==> src/rtl/pong_draw_engine.sv <==
// Rasterising erase/redraw engine for ball and paddles feeding a 160x120 frame-buffer adapter.
// Optional centre-net repaint pass enabled by defining PONG_DRAW_NET_EN.
module pong_draw_engine #(
    parameter int unsigned BALL_SIZE  = 2,
    parameter int unsigned PADDLE_W   = 2,
    parameter int unsigned PADDLE_H   = 16,
    parameter int unsigned PADDLE_L_X = 4,
    parameter int unsigned PADDLE_R_X = 154,
    parameter logic [2:0]  OBJ_COLOUR = 3'b111
) (
    input  logic       clock,
    input  logic       reset,
    input  logic       frame_start,
    input  logic [7:0] ball_x,
    input  logic [6:0] ball_y,
    input  logic [6:0] paddle_l_y,
    input  logic [6:0] paddle_r_y,
    output logic [7:0] x,
    output logic [6:0] y,
    output logic [2:0] colour,
    output logic       plot,
    output logic       busy,
    output logic       done
);

    localparam int unsigned SCR_W = 160;
    localparam int unsigned SCR_H = 120;
    localparam int unsigned NET_X = 79;
    localparam int unsigned CNT_W = 8;

    typedef enum logic [3:0] {
        S_IDLE,
        S_ERASE_BALL,
        S_ERASE_PL,
        S_ERASE_PR,
        S_NET,
        S_DRAW_BALL,
        S_DRAW_PL,
        S_DRAW_PR,
        S_DONE
    } state_t;

`ifdef PONG_DRAW_NET_EN
    localparam state_t FIRST_DRAW = S_NET;
`else
    localparam state_t FIRST_DRAW = S_DRAW_BALL;
`endif

    state_t           state, state_n;
    logic [CNT_W-1:0] cx, cx_n, cy, cy_n;
    logic [CNT_W-1:0] last_cx, last_cy;
    state_t           after_scan;
    logic             accept;

    logic [7:0] cur_bx, prev_bx, cur_bx_n;
    logic [6:0] cur_by, prev_by, cur_by_n;
    logic [6:0] cur_pl, prev_pl, cur_pl_n;
    logic [6:0] cur_pr, prev_pr, cur_pr_n;
    logic       prev_valid;

    logic [7:0] ox;
    logic [6:0] oy;
    logic [2:0] col_n;
    logic       scan_n;
    logic [8:0] px;
    logic [7:0] py;
    logic       plot_n;

    // Scan extent and successor of the current scan state.
    always_comb begin
        last_cx    = '0;
        last_cy    = '0;
        after_scan = S_IDLE;
        case (state)
            S_ERASE_BALL: begin
                last_cx = CNT_W'(BALL_SIZE - 1);  last_cy = CNT_W'(BALL_SIZE - 1);
                after_scan = S_ERASE_PL;
            end
            S_ERASE_PL: begin
                last_cx = CNT_W'(PADDLE_W - 1);   last_cy = CNT_W'(PADDLE_H - 1);
                after_scan = S_ERASE_PR;
            end
            S_ERASE_PR: begin
                last_cx = CNT_W'(PADDLE_W - 1);   last_cy = CNT_W'(PADDLE_H - 1);
                after_scan = FIRST_DRAW;
            end
            S_NET: begin
                last_cx = '0;                     last_cy = CNT_W'(SCR_H - 1);
                after_scan = S_DRAW_BALL;
            end
            S_DRAW_BALL: begin
                last_cx = CNT_W'(BALL_SIZE - 1);  last_cy = CNT_W'(BALL_SIZE - 1);
                after_scan = S_DRAW_PL;
            end
            S_DRAW_PL: begin
                last_cx = CNT_W'(PADDLE_W - 1);   last_cy = CNT_W'(PADDLE_H - 1);
                after_scan = S_DRAW_PR;
            end
            S_DRAW_PR: begin
                last_cx = CNT_W'(PADDLE_W - 1);   last_cy = CNT_W'(PADDLE_H - 1);
                after_scan = S_DONE;
            end
            default: ;
        endcase
    end

    // Next state and scan counters.
    always_comb begin
        state_n = state;
        cx_n    = cx;
        cy_n    = cy;
        accept  = 1'b0;
        case (state)
            S_IDLE: begin
                if (frame_start) begin
                    accept  = 1'b1;
                    state_n = prev_valid ? S_ERASE_BALL : FIRST_DRAW;
                    cx_n    = '0;
                    cy_n    = '0;
                end
            end
            S_DONE: state_n = S_IDLE;
            default: begin
                if (cx == last_cx) begin
                    cx_n = '0;
                    if (cy == last_cy) begin
                        cy_n    = '0;
                        state_n = after_scan;
                    end else begin
                        cy_n = cy + CNT_W'(1);
                    end
                end else begin
                    cx_n = cx + CNT_W'(1);
                end
            end
        endcase
    end

    assign cur_bx_n = accept ? ball_x     : cur_bx;
    assign cur_by_n = accept ? ball_y     : cur_by;
    assign cur_pl_n = accept ? paddle_l_y : cur_pl;
    assign cur_pr_n = accept ? paddle_r_y : cur_pr;

    // Pixel for the upcoming cycle, so outputs line up with the registered state.
    always_comb begin
        ox     = '0;
        oy     = '0;
        col_n  = 3'b000;
        scan_n = 1'b1;
        case (state_n)
            S_ERASE_BALL: begin ox = prev_bx;             oy = prev_by;  end
            S_ERASE_PL:   begin ox = 8'(PADDLE_L_X);      oy = prev_pl;  end
            S_ERASE_PR:   begin ox = 8'(PADDLE_R_X);      oy = prev_pr;  end
            S_NET:        begin ox = 8'(NET_X);           col_n = 3'b111; end
            S_DRAW_BALL:  begin ox = cur_bx_n; oy = cur_by_n; col_n = OBJ_COLOUR; end
            S_DRAW_PL:    begin ox = 8'(PADDLE_L_X); oy = cur_pl_n; col_n = OBJ_COLOUR; end
            S_DRAW_PR:    begin ox = 8'(PADDLE_R_X); oy = cur_pr_n; col_n = OBJ_COLOUR; end
            default:      scan_n = 1'b0;
        endcase
        px     = 9'(ox) + 9'(cx_n);
        py     = 8'(oy) + cy_n;
        plot_n = scan_n && (px < 9'(SCR_W)) && (py < 8'(SCR_H));
        if (state_n == S_NET && cy_n[2]) begin
            plot_n = 1'b0;
        end
    end

    always_ff @(posedge clock) begin
        if (reset) begin
            state      <= S_IDLE;
            cx         <= '0;
            cy         <= '0;
            cur_bx     <= '0;
            cur_by     <= '0;
            cur_pl     <= '0;
            cur_pr     <= '0;
            prev_bx    <= '0;
            prev_by    <= '0;
            prev_pl    <= '0;
            prev_pr    <= '0;
            prev_valid <= 1'b0;
            x          <= '0;
            y          <= '0;
            colour     <= '0;
            plot       <= 1'b0;
            busy       <= 1'b0;
            done       <= 1'b0;
        end else begin
            state  <= state_n;
            cx     <= cx_n;
            cy     <= cy_n;
            cur_bx <= cur_bx_n;
            cur_by <= cur_by_n;
            cur_pl <= cur_pl_n;
            cur_pr <= cur_pr_n;
            if (state == S_DONE) begin
                prev_bx    <= cur_bx;
                prev_by    <= cur_by;
                prev_pl    <= cur_pl;
                prev_pr    <= cur_pr;
                prev_valid <= 1'b1;
            end
            x      <= scan_n ? px[7:0] : 8'd0;
            y      <= scan_n ? py[6:0] : 7'd0;
            colour <= scan_n ? col_n : 3'b000;
            plot   <= plot_n;
            busy   <= (state_n != S_IDLE);
            done   <= (state_n == S_DONE);
        end
    end

endmodule

==> config.mk <==
export PLATFORM = sky130hd
export DESIGN_NAME = pong_draw_engine
export DESIGN_NICKNAME = d
export VERILOG_FILES = /design/src/rtl/pong_draw_engine.sv
export SDC_FILE = /design/constraint.sdc
export NUM_CORES = 1
export LEC_CHECK = 0
export BUFFER_PORTS_ARGS = -buffer_cell sky130_fd_sc_hd__clkbuf_2
export CORE_MARGIN = 4
export CORE_UTILIZATION = 30
export DETAILED_ROUTE_END_ITERATION = 12
export SYNTH_ARGS = -nofsm -noshare
export SYNTH_HDL_FRONTEND = slang
export SYNTH_SLANG_ARGS = --single-unit
==> constraint.sdc <==
create_clock -name clock -period 6.25 [get_ports clock]
set_clock_uncertainty 0.05 [all_clocks]
set_input_delay 0.3125 -clock clock [delete_from_list [all_inputs] [get_ports clock]]
set_output_delay 0.3125 -clock clock [all_outputs]
set_load 0.02 [all_outputs]
==> results.md <==
- The flow ran to the end, and the final reports show no timing, DRC or antenna violations.
- Dividing the detail-routed via count by the number of cells gives 4.90.
- Routability-driven placement finished with a final weighted congestion of 0.871.
- The post-synthesis cell type count is 59.
- The most common cell after layout, fill and taps aside is sky130_fd_sc_hd__nand2_1.
- After synthesis, the largest family of logic cells by area is simple AND/OR/NAND/NOR gates.
- Synthesis produced a netlist whose cell count is 633.
- The wire length per cell is 14.3 µm.
- The post-synthesis compound-gate area fraction is 0.175.
- The synthesized design contains 98 register bits.
- The post-route DRC violation count is 0.
- The critical-path maximum fanout is 17.
- The post-synthesis instance area is 0.00508 mm².
- The share of total power dissipated in the clock network is 0.235.
- The repair_antennas step left the layout with diodes totalling 0.
- Dividing the final minimum period by the clock period gives 0.853.
- The count of antenna-violating nets left after detailed routing is 0.
- CTS built an H-tree with a depth of 3.
- The number of antenna violations at the first check in global routing is 0.
- The mean post-synth cell area is 8.02 µm².
- The starting density of the core is 0.306.
- The portion of total power attributed to sequential cells is 0.324.
- Measured along the x axis, the die boundary spans 138 µm.
- The number of top-level pins is 53.
- The area growth from synthesis to layout is 14.4%.
- The core area is 0.0166 mm².
- The maximum achievable frequency is 188 MHz.
- The library cells used most frequently in the layout, excluding fill and tap cells, are sky130_fd_sc_hd__nand2_1, sky130_fd_sc_hd__dfxtp_1, sky130_fd_sc_hd__nor2_1.
- From bottom edge to top edge, the die measures 138 µm.
- The count of input and output buffers is 52.
- Across the VDD grid, the largest voltage drop is 0.143 mV.
- The number of buffers inserted to repair setup after CTS is 0.
- The number of global-route vias before repair was 4331.
- The simple-gate area share of the yosys netlist is 0.252.
- The share of synthesized area occupied by flip-flops and latches is 0.386.
- The number of warnings reported in the yosys synthesis log is 0.
- The capturing element type of the critical path is a register.
- In the final layout, the share of cells above drive strength 1 is 0.131.
- The iteration-0 DRC count of the detailed router is 281.
- The first global-routing pass estimated 21700 µm of wire.
- The number of fillers in the final layout is 1807.
- The top cell type by total area after synthesis is sky130_fd_sc_hd__dfxtp_1.
- The pin count of the biggest net entering global routing is 83.
- The initialized floorplan defines 47 standard-cell rows.
- The clock latency on the worst-skew pair is 0.36 ns.
- The multi-input combinational cells in the finished layout cover a total of 0.00288 mm².
- In the synthesized netlist the async set-or-reset flop fraction comes to 0.
- Traced cell by cell, the critical path runs through or3_1 > mux2_4 > nor4_4 > nand2_2 > mux2i_1 > buf_4 > a211oi_1 > a2111oi_0 > ha_1 > a21o_1 > a21oi_1 > o21bai_1 > a21oi_1 > o21bai_1 > a21oi_1 > o311ai_0 > nor4_1.
- After legalization and detailed placement, the total HPWL measured 9190 µm.
- The critical path data required time is 6.46 ns.
- The total of endpoints with negative setup slack in the final report is 0.
- Of the total synthesized cell area, the portion taken by XOR and XNOR cells is 0.0276.
- The tightest min-delay check is of the input port to register type.
- The share of total power dissipated in combinational logic is 0.440.
- For the finished layout, the period the worst path requires is 5.33 ns.
- The post-cts gate resize count is 0.
- The pin slew with the least headroom to its limit is 1.03 ns.
- The clock sink total is 98.
- The net total in the final layout is 720.
- The critical path in this run is classified as register to register.
- The total count of max-transition violations in the final report came to 0.
- The total detailed-routing wirelength is 12800 µm.
- Counting instances, the worst hold path has a depth of 3.
- The relative slew slack is 0.310.
- For this run, the leading register cell type out of synthesis is sky130_fd_sc_hd__dfxtp_1.
- In this run the power density over the cells is 402 mW/mm².
- Of the total power, the share spent switching nets is 0.410.
- The cell count of the worst reg-to-reg path is 17.
- The number of iterations in the first detailed-routing pass is 6.
- The register area is 0.00196 mm².
- The clock tree root buffer cell is sky130_fd_sc_hd__clkbuf_16.
- The fraction of post-synthesis cell area in the top cell type by area is 0.386.
- The post-synthesis share of cell area spent on full adders, half adders and majority gates is 0.0498.
- The number of buffers created by CTS is 9.
- Summed over all layers, the global routing overflow is 0.
- After detailed placement, the total cell area comes to 0.00551 mm².
- The multiplexer share of the synthesized area is 0.0624.
- The TritonCTS clock tree is built.
- The most numerous cell on the critical path is sky130_fd_sc_hd__a21oi_1.
- The clock-pin slew on the worst setup and hold paths is 0.08 ns.
- The cell internal power dissipation is 1.38 mW.
- The floorplan step defined a die boundary enclosing 0.0191 mm².
- The max-capacitance violation count is 0.
- In the post-synthesis netlist, the biggest area contributors are sky130_fd_sc_hd__dfxtp_1, sky130_fd_sc_hd__nand2_1, sky130_fd_sc_hd__nor2_1.
- Setup repair after global routing left no endpoint under its margin.
- After clock tree synthesis, the flow added hold-fix buffers numbering 0.
- The total via count in the routed design is 4382.
- The net count of the mapped netlist is 684.
- At the worst endpoint, the arrival time is 5.54 ns.
- Summing all non-filler instances in the final layout gives an area of 0.00581 mm².
- The accumulated negative setup slack is 0 ns.
- In this run, synthesis inferred 0 flip-flops with an integrated enable.
- Across every metal layer, demand over resource in global routing totals 0.138.
- The total net switching power is 0.957 mW.
- The total count of hold-check failures in the final report is 0.
- The startpoint class of the critical path is a register.
- The leakage power of the design is 2.44 nW.
- The maximum clock insertion buffer count is 2.
- The slowest stage of the critical path is the sky130_fd_sc_hd__a2111oi_0 cell.
- The worst stage delay on the critical path is 0.63 ns.
[synth_stat cells (2+ instances only)]
library cell	number
sky130_fd_sc_hd__buf_4	2
sky130_fd_sc_hd__xor2_1	4
sky130_fd_sc_hd__o21bai_1	4
sky130_fd_sc_hd__nor2b_1	27
sky130_fd_sc_hd__ha_1	17
sky130_fd_sc_hd__nor3b_1	2
sky130_fd_sc_hd__xnor2_1	12
sky130_fd_sc_hd__a21oi_1	51
sky130_fd_sc_hd__a22o_1	2
sky130_fd_sc_hd__o21ai_0	24
sky130_fd_sc_hd__buf_1	3
sky130_fd_sc_hd__o21a_1	4
sky130_fd_sc_hd__nor2_1	79
sky130_fd_sc_hd__o221ai_1	3
sky130_fd_sc_hd__o22ai_1	2
sky130_fd_sc_hd__nor3_1	14
sky130_fd_sc_hd__a21o_1	4
sky130_fd_sc_hd__dfxtp_1	98
sky130_fd_sc_hd__nor4_1	5
sky130_fd_sc_hd__nand2_1	109
sky130_fd_sc_hd__nand3_1	9
sky130_fd_sc_hd__o311ai_0	2
sky130_fd_sc_hd__clkbuf_1	23
sky130_fd_sc_hd__o211ai_1	2
sky130_fd_sc_hd__a221oi_1	2
sky130_fd_sc_hd__inv_1	17
sky130_fd_sc_hd__and3_1	10
sky130_fd_sc_hd__nand2b_1	8
sky130_fd_sc_hd__fa_1	2
sky130_fd_sc_hd__o31ai_1	4
sky130_fd_sc_hd__or3_1	5
sky130_fd_sc_hd__buf_6	3
sky130_fd_sc_hd__and2_1	3
sky130_fd_sc_hd__a211oi_1	15
sky130_fd_sc_hd__mux2i_1	29
sky130_fd_sc_hd__a221o_1	5
sky130_fd_sc_hd__buf_2	6
[final timing paths]
kind                      start    endpoint  slack (ns)
setup / recovery       state[0]        plot        0.92
hold / removal    paddle_l_y[1]   cur_pl[1]        0.13
setup reg to reg       state[0]        plot        0.92
hold reg to reg       cur_bx[2]  prev_bx[2]        0.40
[layer usage]
metal	vias to the layer above	share of wire	global-route usage
met5	-	0	0
met4	0	0.019	0.0494
met3	16	0.048	0.0290
met2	105	0.45	0.221
met1	2006	0.48	0.185
li1	2255	-	-
[kinds of logic (layout without fill, tap and decap cells)]
family | after synthesis | after routing
and+or+nand+nor | 279 | 279
AOI/OAI and AO/OA | 136 | 136
DFF | 98 | 98
buffers and inverters | 54 | 95
muxes | 31 | 31
adders and majority gates | 19 | 19
xor gates and xnor gates | 16 | 16
[sequential cells by signal (all words and copies together), names as in the netlist, 8 cells and up]
signal / flops
prev_bx: 8
cur_bx: 8
cy: 8
cx: 8
x: 8
[power by group through the flow]
stage	combinational [mW]	clock (mW)	sequential [mW]
2_1_floorplan	0.744	0	0.787
3_3_place_gp	1.02	0	0.773
3_5_place_dp	1.02	0	0.771
4_1_cts	1.03	0.568	0.757
5_1_grt	1.15	0.590	0.769
6_report	1.03	0.549	0.756
[layout make-up]
type	count	share of cell area
well taps	220	0.0474
flip-flops and latches	98	0.338
multi-input cells	481	0.495
repair buffers	62	0.0578
inverters	17	0.0110
clock inverters	6	0.00927
clock buffers	10	0.0412
[metrics by stage]
stage	setup WS, ns	instances	hold WS (ns)	util	power, mW
global route	0.482	894	0.148	0.350	2.51
floorplan	1.83	633	0.382	-	1.53
detailed placement	1.02	878	0.393	0.332	1.79
CTS	0.969	894	0.117	0.350	2.36
finish	0.921	894	0.131	0.350	2.33
global placement	1.14	878	0.389	0.332	1.80
[critical path, delay by kind of cell (launching register included)]
family	cells	cell delay, ns
AO/OA/AOI/OAI	9	1.88
multiplexers	2	0.81
AND/OR/NAND/NOR	4	1.35
adder cells (fa/ha/maj)	1	0.41
flip-flops	1	0.49
buffers and inverters	1	0.24
No activity file was read; power rests on OpenSTA's default activity.
